**config.mk**
```make
export PLATFORM = sky130hd
export DESIGN_NAME = jpeg_pipe_sequencer_flat
export DESIGN_NICKNAME = d
export VERILOG_FILES = /design/src/rtl/jpeg_pipe_sequencer_pkg.sv /design/src/rtl/jpeg_pipe_sequencer_if.sv /design/src/rtl/jpeg_pipe_sequencer_stage_window.sv /design/src/rtl/jpeg_pipe_sequencer.sv /design/src/flat_wrapper.sv
export SDC_FILE = /design/constraint.sdc
export NUM_CORES = 1
export LEC_CHECK = 0
export ABC_AREA = 1
export BUFFER_PORTS_ARGS = -buffer_cell sky130_fd_sc_hd__clkbuf_2
export CORE_UTILIZATION = 25
export DETAILED_ROUTE_END_ITERATION = 8
export SYNTH_ARGS = -nofsm -noshare
export SYNTH_HDL_FRONTEND = slang
export SYNTH_SLANG_ARGS = --single-unit
```
**constraint.sdc**
```tcl
create_clock -name clk -period 6.5 [get_ports clk]
set_input_delay 0.65 -clock clk [delete_from_list [all_inputs] [get_ports clk]]
set_output_delay 0.65 -clock clk [all_outputs]
set_load 0.03 [all_outputs]
```
**src/rtl/jpeg_pipe_sequencer_pkg.sv**
```systemverilog
// Shared types and default stage offsets for the JPEG frame sequencer.
package jpeg_seq_pkg;

  typedef enum logic [1:0] {
    ST_IDLE = 2'd0,
    ST_RUN  = 2'd1,
    ST_FIN  = 2'd2
  } seq_state_e;

  // Cycles from the first input read to the first row of each later stage.
  localparam int OFS_TP2 = 9;
  localparam int OFS_ZZ  = 18;
  localparam int OFS_WR  = 27;

endpackage

```
**src/rtl/jpeg_pipe_sequencer_if.sv**
```systemverilog
// Handshake and SRAM/stage-control bundle between a frame requester and the sequencer.
// The stall signal exists only when JPEG_SEQ_STALL_EN is defined.
interface jpeg_seq_if #(
  parameter int ADDR_W = 15,
  parameter int BLK_W  = 12
) ();

  logic              start;
  logic [BLK_W-1:0]  num_blocks;
`ifdef JPEG_SEQ_STALL_EN
  logic              stall;
`endif
  logic              busy;
  logic              done;
  logic              rd_en;
  logic [ADDR_W-1:0] rd_addr;
  logic [2:0]        row1;
  logic [2:0]        row2;
  logic [2:0]        rowq;
  logic              sel_tp1;
  logic              sel_tp2;
  logic              sel_zz;
  logic              wr_en;
  logic [ADDR_W-1:0] wr_addr;

  modport master (
`ifdef JPEG_SEQ_STALL_EN
    output stall,
`endif
    output start, num_blocks,
    input  busy, done, rd_en, rd_addr, row1, row2, rowq,
    input  sel_tp1, sel_tp2, sel_zz, wr_en, wr_addr
  );

  modport slave (
`ifdef JPEG_SEQ_STALL_EN
    input  stall,
`endif
    input  start, num_blocks,
    output busy, done, rd_en, rd_addr, row1, row2, rowq,
    output sel_tp1, sel_tp2, sel_zz, wr_en, wr_addr
  );

endinterface

```
**src/rtl/jpeg_pipe_sequencer_stage_window.sv**
```systemverilog
// Decides whether a stage's window [base, base+len) covers t and returns its local index.
module stage_window #(
  parameter int CNT_W = 16,
  parameter int IDX_W = 15
) (
  input  logic [CNT_W-1:0] t,
  input  logic [CNT_W-1:0] base,
  input  logic [CNT_W-1:0] len,
  output logic             active,
  output logic [IDX_W-1:0] idx
);

  logic [CNT_W-1:0] diff;

  // Subtracting first keeps base+len from ever overflowing the counter width.
  always_comb begin
    diff   = t - base;
    active = (t >= base) && (diff < len);
    idx    = diff[IDX_W-1:0];
  end

endmodule

```
**src/rtl/jpeg_pipe_sequencer.sv**
```systemverilog
// Frame-level controller for the JPEG pipeline: start/busy/done handshake, read/write
// addresses, per-stage rows and ping-pong selects. Optional freeze via JPEG_SEQ_STALL_EN.
module jpeg_pipe_sequencer #(
  parameter int ADDR_W  = 15,
  parameter int BLK_W   = 12,
  parameter int OFS_TP2 = jpeg_seq_pkg::OFS_TP2,
  parameter int OFS_ZZ  = jpeg_seq_pkg::OFS_ZZ,
  parameter int OFS_WR  = jpeg_seq_pkg::OFS_WR
) (
  input logic       clk,
  input logic       reset,
  jpeg_seq_if.slave bus
);

  import jpeg_seq_pkg::*;

  localparam int CNT_W = ADDR_W + 1;
  typedef logic [CNT_W-1:0] cnt_t;

  localparam cnt_t BASE_RD  = '0;
  localparam cnt_t BASE_TP2 = cnt_t'(OFS_TP2);
  localparam cnt_t BASE_ZZ  = cnt_t'(OFS_ZZ);
  localparam cnt_t BASE_WR  = cnt_t'(OFS_WR);

  seq_state_e state_q, state_d;
  cnt_t       t_q, t_d;
  cnt_t       len_q, len_d;
  cnt_t       len_eff;
  cnt_t       last_t;
  logic       stall_run;

  logic              rd_act, tp2_act, zz_act, wr_act;
  logic [ADDR_W-1:0] rd_idx, wr_idx;
  logic [3:0]        tp2_idx, zz_idx;

  logic              busy_q, busy_d;
  logic              done_q, done_d;
  logic              rd_en_q, rd_en_d;
  logic [ADDR_W-1:0] rd_addr_q, rd_addr_d;
  logic [2:0]        row1_q, row1_d;
  logic [2:0]        row2_q, row2_d;
  logic [2:0]        rowq_q, rowq_d;
  logic              sel_tp1_q, sel_tp1_d;
  logic              sel_tp2_q, sel_tp2_d;
  logic              sel_zz_q, sel_zz_d;
  logic              wr_en_q, wr_en_d;
  logic [ADDR_W-1:0] wr_addr_q, wr_addr_d;

`ifdef JPEG_SEQ_STALL_EN
  assign stall_run = bus.stall && (state_q == ST_RUN);
`else
  assign stall_run = 1'b0;
`endif

  assign last_t = BASE_WR + len_q - cnt_t'(1);

  always_comb begin
    state_d = state_q;
    t_d     = t_q;
    len_d   = len_q;
    case (state_q)
      ST_IDLE: begin
        if (bus.start) begin
          if (bus.num_blocks != '0) begin
            state_d = ST_RUN;
            t_d     = '0;
            len_d   = cnt_t'({bus.num_blocks, 3'b000});
          end else begin
            state_d = ST_FIN;
          end
        end
      end
      ST_RUN: begin
        if (!stall_run) begin
          if (t_q == last_t) state_d = ST_FIN;
          else               t_d     = t_q + cnt_t'(1);
        end
      end
      ST_FIN:  state_d = ST_IDLE;
      default: state_d = ST_IDLE;
    endcase
  end

  // Outputs are registered from next-cycle state so they line up with the t they describe;
  // a zero window length outside RUN closes every stage at once.
  assign len_eff = (state_d == ST_RUN) ? len_d : '0;

  stage_window #(.CNT_W(CNT_W), .IDX_W(ADDR_W)) u_win_rd (
    .t(t_d), .base(BASE_RD), .len(len_eff), .active(rd_act), .idx(rd_idx));
  stage_window #(.CNT_W(CNT_W), .IDX_W(4)) u_win_tp2 (
    .t(t_d), .base(BASE_TP2), .len(len_eff), .active(tp2_act), .idx(tp2_idx));
  stage_window #(.CNT_W(CNT_W), .IDX_W(4)) u_win_zz (
    .t(t_d), .base(BASE_ZZ), .len(len_eff), .active(zz_act), .idx(zz_idx));
  stage_window #(.CNT_W(CNT_W), .IDX_W(ADDR_W)) u_win_wr (
    .t(t_d), .base(BASE_WR), .len(len_eff), .active(wr_act), .idx(wr_idx));

  always_comb begin
    busy_d    = (state_d == ST_RUN);
    done_d    = (state_d == ST_FIN);
    rd_en_d   = rd_act && !stall_run;
    rd_addr_d = rd_act ? rd_idx : '0;
    row1_d    = rd_act ? rd_idx[2:0] : 3'd0;
    sel_tp1_d = ~(rd_act & rd_idx[3]);
    row2_d    = tp2_act ? tp2_idx[2:0] : 3'd0;
    sel_tp2_d = ~(tp2_act & tp2_idx[3]);
    rowq_d    = zz_act ? zz_idx[2:0] : 3'd0;
    sel_zz_d  = ~(zz_act & zz_idx[3]);
    wr_en_d   = wr_act && !stall_run;
    wr_addr_d = wr_act ? wr_idx : '0;
  end

  always_ff @(posedge clk) begin
    if (!reset) begin
      state_q   <= ST_IDLE;
      t_q       <= '0;
      len_q     <= '0;
      busy_q    <= 1'b0;
      done_q    <= 1'b0;
      rd_en_q   <= 1'b0;
      rd_addr_q <= '0;
      row1_q    <= 3'd0;
      row2_q    <= 3'd0;
      rowq_q    <= 3'd0;
      sel_tp1_q <= 1'b1;
      sel_tp2_q <= 1'b1;
      sel_zz_q  <= 1'b1;
      wr_en_q   <= 1'b0;
      wr_addr_q <= '0;
    end else begin
      state_q   <= state_d;
      t_q       <= t_d;
      len_q     <= len_d;
      busy_q    <= busy_d;
      done_q    <= done_d;
      rd_en_q   <= rd_en_d;
      rd_addr_q <= rd_addr_d;
      row1_q    <= row1_d;
      row2_q    <= row2_d;
      rowq_q    <= rowq_d;
      sel_tp1_q <= sel_tp1_d;
      sel_tp2_q <= sel_tp2_d;
      sel_zz_q  <= sel_zz_d;
      wr_en_q   <= wr_en_d;
      wr_addr_q <= wr_addr_d;
    end
  end

  assign bus.busy    = busy_q;
  assign bus.done    = done_q;
  assign bus.rd_en   = rd_en_q;
  assign bus.rd_addr = rd_addr_q;
  assign bus.row1    = row1_q;
  assign bus.row2    = row2_q;
  assign bus.rowq    = rowq_q;
  assign bus.sel_tp1 = sel_tp1_q;
  assign bus.sel_tp2 = sel_tp2_q;
  assign bus.sel_zz  = sel_zz_q;
  assign bus.wr_en   = wr_en_q;
  assign bus.wr_addr = wr_addr_q;

endmodule

```
**src/flat_wrapper.sv**
```systemverilog
// flat-port wrapper written by rule: the top's interface ports become plain ports
module jpeg_pipe_sequencer_flat import jpeg_seq_pkg::*;
#(
  parameter int ADDR_W  = 15,
  parameter int BLK_W   = 12,
  parameter int OFS_TP2 = jpeg_seq_pkg::OFS_TP2,
  parameter int OFS_ZZ  = jpeg_seq_pkg::OFS_ZZ,
  parameter int OFS_WR  = jpeg_seq_pkg::OFS_WR
)
  (clk, reset, bus_start, bus_num_blocks, bus_busy, bus_done, bus_rd_en, bus_rd_addr, bus_row1, bus_row2, bus_rowq, bus_sel_tp1, bus_sel_tp2, bus_sel_zz, bus_wr_en, bus_wr_addr);
  jpeg_seq_if #(.ADDR_W(ADDR_W), .BLK_W(BLK_W)) bus_i ();
  input logic clk;
  input logic reset;
  input wire logic [$bits(bus_i.start)-1:0] bus_start;
  input wire logic [$bits(bus_i.num_blocks)-1:0] bus_num_blocks;
  output wire logic [$bits(bus_i.busy)-1:0] bus_busy;
  output wire logic [$bits(bus_i.done)-1:0] bus_done;
  output wire logic [$bits(bus_i.rd_en)-1:0] bus_rd_en;
  output wire logic [$bits(bus_i.rd_addr)-1:0] bus_rd_addr;
  output wire logic [$bits(bus_i.row1)-1:0] bus_row1;
  output wire logic [$bits(bus_i.row2)-1:0] bus_row2;
  output wire logic [$bits(bus_i.rowq)-1:0] bus_rowq;
  output wire logic [$bits(bus_i.sel_tp1)-1:0] bus_sel_tp1;
  output wire logic [$bits(bus_i.sel_tp2)-1:0] bus_sel_tp2;
  output wire logic [$bits(bus_i.sel_zz)-1:0] bus_sel_zz;
  output wire logic [$bits(bus_i.wr_en)-1:0] bus_wr_en;
  output wire logic [$bits(bus_i.wr_addr)-1:0] bus_wr_addr;
  assign bus_i.start = bus_start;
  assign bus_i.num_blocks = bus_num_blocks;
  assign bus_busy = bus_i.busy;
  assign bus_done = bus_i.done;
  assign bus_rd_en = bus_i.rd_en;
  assign bus_rd_addr = bus_i.rd_addr;
  assign bus_row1 = bus_i.row1;
  assign bus_row2 = bus_i.row2;
  assign bus_rowq = bus_i.rowq;
  assign bus_sel_tp1 = bus_i.sel_tp1;
  assign bus_sel_tp2 = bus_i.sel_tp2;
  assign bus_sel_zz = bus_i.sel_zz;
  assign bus_wr_en = bus_i.wr_en;
  assign bus_wr_addr = bus_i.wr_addr;
  jpeg_pipe_sequencer #(.ADDR_W(ADDR_W), .BLK_W(BLK_W), .OFS_TP2(OFS_TP2), .OFS_ZZ(OFS_ZZ), .OFS_WR(OFS_WR)) u_core (.clk(clk), .reset(reset), .bus(bus_i));
endmodule
```
==> key figures <==
Outcome
  – Outcome: finished, final reports clean

Yosys
  – Ys async rst share: 0
  – Post-Synthesis Cells: 947
  – Synth area leader: dfxtp_1
  – Cell variety after synth: 46
  – Syn nets: roughly 1000
  – Syn Area/Cell: between 6 and 7 sq um
  – Yosys reg bits: 77
  – Prevailing post-synth register cell: dfxtp_1
  – Synth top area cells: dfxtp_1 (24%), nand2_1 (13%), ha_1 (13%)
  – Ys Warns: 0
  – Post-Syn Area: 6386 sq um
  – Sequential area share after synthesis: 0.2414
  – Post-synth EDFFs: 0
  – Yosys top cell area share: 0.2414

Critical path
  – FF-to-FF Start: u_core.len_q[1]
  – CP Launch Point: u_core.len_q[1]
  – Critical Path Slowest Stage Cell: a21boi_0
  – Critical Path AT: 5.79 ns
  – Worst EP required: 6.78 ns
  – R2R setup slack: between 0.9 and 1 ns
  – Critical Path End: u_core.bus.wr_addr[10]
  – CP most frequent cell: nand2_1
  – R2R Path End: u_core.bus.wr_addr[10]
  – CP Capture Type: flop
  – CP Class: reg -> reg
  – R2R depth: 31
  – Max FO, Critical Path: 16
  – CP peak stage delay: 0.36 ns
  – Worst Setup Start Kind: flop

Clocking
  – CTS tree: done
  – Clk root buf: clkbuf_16
  – Clk sinks: 77
  – Maximum clock insertion buffer count: 2
  – Clock slew at reported path FFs: around 0.060 ns
  – H-tree lvl count: 3
  – Worst-skew pair later-pin latency: 0.35 ns
  – Setup bufs post-CTS: 0
  – # hold bufs at CTS: 0
  – PostCTS Resize Cnt: 0
  – Cts bufs inserted: 9

Layout
  – Diode count: 0
  – Fin util: 0.2889
  – Synthesis-to-finish area growth: 13.60%
  – Fill count: 2819
  – Fin nets: between 1000 and 1500
  – Layout cells sized above 1: 0.1525
  – Final Non-Filler Cells: approximately 1300

Placement
  – Placed insts: 1312
  – Post-DP HPWL: ~16000 um
  – I/O Buffers: 60
  – Global placement routability congestion: 0.9029
  – Post-placement setup slack: 0.8280 ns

Global routing
  – Largest net degree at the start of global routing: a little over 40
  – Vias in the first global route: between 5000 and 6000
  – Most Used Layer, Global Route: met2
  – GR Util met1: 0.2236
  – Total grt overflow: 0
  – First-pass GRT wire length: approximately 32000 um
  – Met3 Use GR: 0.02324
  – Met2 usage: 0.2499
  – Initial antenna violation count: 0
  – GRT Total Usage: 0.1589

Floorplan
  – Die Wd: 161.8 um
  – # IOs: 61
  – Die span in y: about 160 um
  – Core box area: 25110 sq um
  – Row count: 58
  – DIE AREA: about 26000 sq um
  – Starting density of the core: 0.2543

STA
  – Post-route setup TNS: 0 ns
  – Headroom to the max-slew limit: 0.3866
  – Count of final setup violators: 0
  – Final Hold Viols: 0
  – Clock Skew: ~0.0085 ns
  – RSZ-0062 raised after global routing: false
  – Final WS setup: between 0.9 and 1 ns
  – FMAX: between 150 and 200 MHz
  – Max-slew violations: 0
  – Actual slew at the worst max-slew pin: 0.8969 ns
  – Period utilisation layout: 0.8475
  – Tmin final: 5.509 ns

Pwr
  – Pleak: approximately 3.6 nW
  – Pwr Density: about 170 nW/um^2
  – Peak VDD IR: 0.1549 mV

Routing
  – Residual DRC count: 0
  – Pre-antenna DRT Iters: 5
  – Post-route ant nets: 0
  – Post-Route WL: between 20000 and 25000 um
  – DRT iter0 DRCs: just over 600
  – Routed via count: approximately 6300
  – Detailed-route vias per instance: 4.770
  – Avg WL per Cell: roughly 15 um

Min path
  – HP Class: reg -> reg

Job
  – Max Cap Viol: 0
[area by class of cell]
cell class / count / area, sq um / area share
clock buffer: 9 / 225.2 / 0.03105
timing repair buffer: 63 / 322.8 / 0.04450
sequential: 77 / 1541 / 0.2125
inverter: 109 / 409.1 / 0.05640
clock inverter: 6 / 65.06 / 0.008969
multi-input combinational: 733 / 4278 / 0.5897
tap: 330 / 412.9 / 0.05692
[cell usage in the layout (no fill, tap or decap), types with 7 or more instances in the layout]
| cell type | n |
|---|---|
| nand2_2 | 14 |
| nand2_1 | 228 |
| nor2_2 | 13 |
| nor3_1 | 8 |
| a21oi_1 | 35 |
| nor2_1 | 127 |
| clkbuf_16 | 9 |
| ha_1 | 67 |
| or2_2 | 12 |
| nand3_1 | 80 |
| inv_1 | 99 |
| nand4_1 | 24 |
| nor2_4 | 7 |
| clkbuf_2 | 60 |
| xor2_1 | 41 |
| o21ai_0 | 18 |
| dfxtp_1 | 77 |
[metal layers]
layer,vias to the layer above,share of wire
met4,0,0.017
li1,3163,-
met2,185,0.45
met1,2953,0.49
met5,-,0
met3,29,0.049
[cell usage after synthesis, drive strengths merged, types with 6 or more instances]
cell and n:
ha 67, nor2 147, o21ai 21, nor3 8
inv 106, nand2 246, nand4 25, nand3 87
or2 12, dfxtp 77, xnor2 6, a21oi 37
xor2 41, o211ai 7, buf 16, clkbuf 12
[worst max-delay path, delay by kind of cell, from the launching register on]
kind                     cells  cell delay [ns]
adder cells (fa/ha/maj)      3             0.74
buffers and inverters        4             0.40
AND/OR/NAND/NOR             17             2.47
AO/OA/AOI/OAI                6             1.20
flip-flops                   1             0.35
XOR/XNOR                     1             0.27
[where the power goes]
group / internal, mW / leakage, nW / total, mW / switching, mW
logic: 0.0703 / 2.79 / 0.211 / 0.141
registers: 0.481 / 0.624 / 0.493 / 0.0127
clock network: 0.295 / 0.141 / 0.514 / 0.219
[through the flow]
step	hold slack [ns]	total power, mW	instance area [sq um]
final	0.4871	1.218	7254
after global routing	0.5164	1.283	7254
after CTS	0.4902	1.226	7254
after detailed placement	0.4808	0.7120	6964
after global placement	0.4688	0.7103	6964
after floorplan	0.4495	0.6517	6386
[cell families (layout without fill, tap and decap cells)]
kind of cell             count (synthesis)  count (layout)  synth area share
multiplexers                             2               2          0.003135
AND/OR/NAND/NOR                        534             534            0.3838
adder cells (fa/ha/maj)                 67              67            0.1313
buffers and inverters                  137             187           0.08914
flip-flops                              77              77            0.2414
AO/OA/AOI/OAI                           81              81           0.07955
XOR/XNOR                                49              49           0.07171
[worst min path at each step]
stage | endpoint | start | depth (start not counted)
3_3_place_gp | u_core.len_q[2] | u_core.len_q[2] | 2
4_1_cts | u_core.len_q[2] | u_core.len_q[2] | 2
2_1_floorplan | u_core.len_q[2] | u_core.len_q[2] | 2
3_5_place_dp | u_core.len_q[2] | u_core.len_q[2] | 2
5_1_grt | u_core.len_q[2] | u_core.len_q[2] | 2
6_report | u_core.len_q[2] | u_core.len_q[2] | 2
[registers in the layout (all words and copies together) (netlist names)]
register,cells
u_core.bus.busy,1
u_core.bus.done,1
u_core.bus.rd_addr,13
u_core.bus.rd_en,1
u_core.bus.row1,2
u_core.bus.row2,3
u_core.bus.rowq,3
u_core.bus.sel_tp1,1
u_core.bus.sel_tp2,1
u_core.bus.sel_zz,1
u_core.bus.wr_addr,15
u_core.bus.wr_en,1
u_core.len_q,16
u_core.state_q,2
u_core.t_q,16
Note: power is estimated with default switching activity, not from simulation.
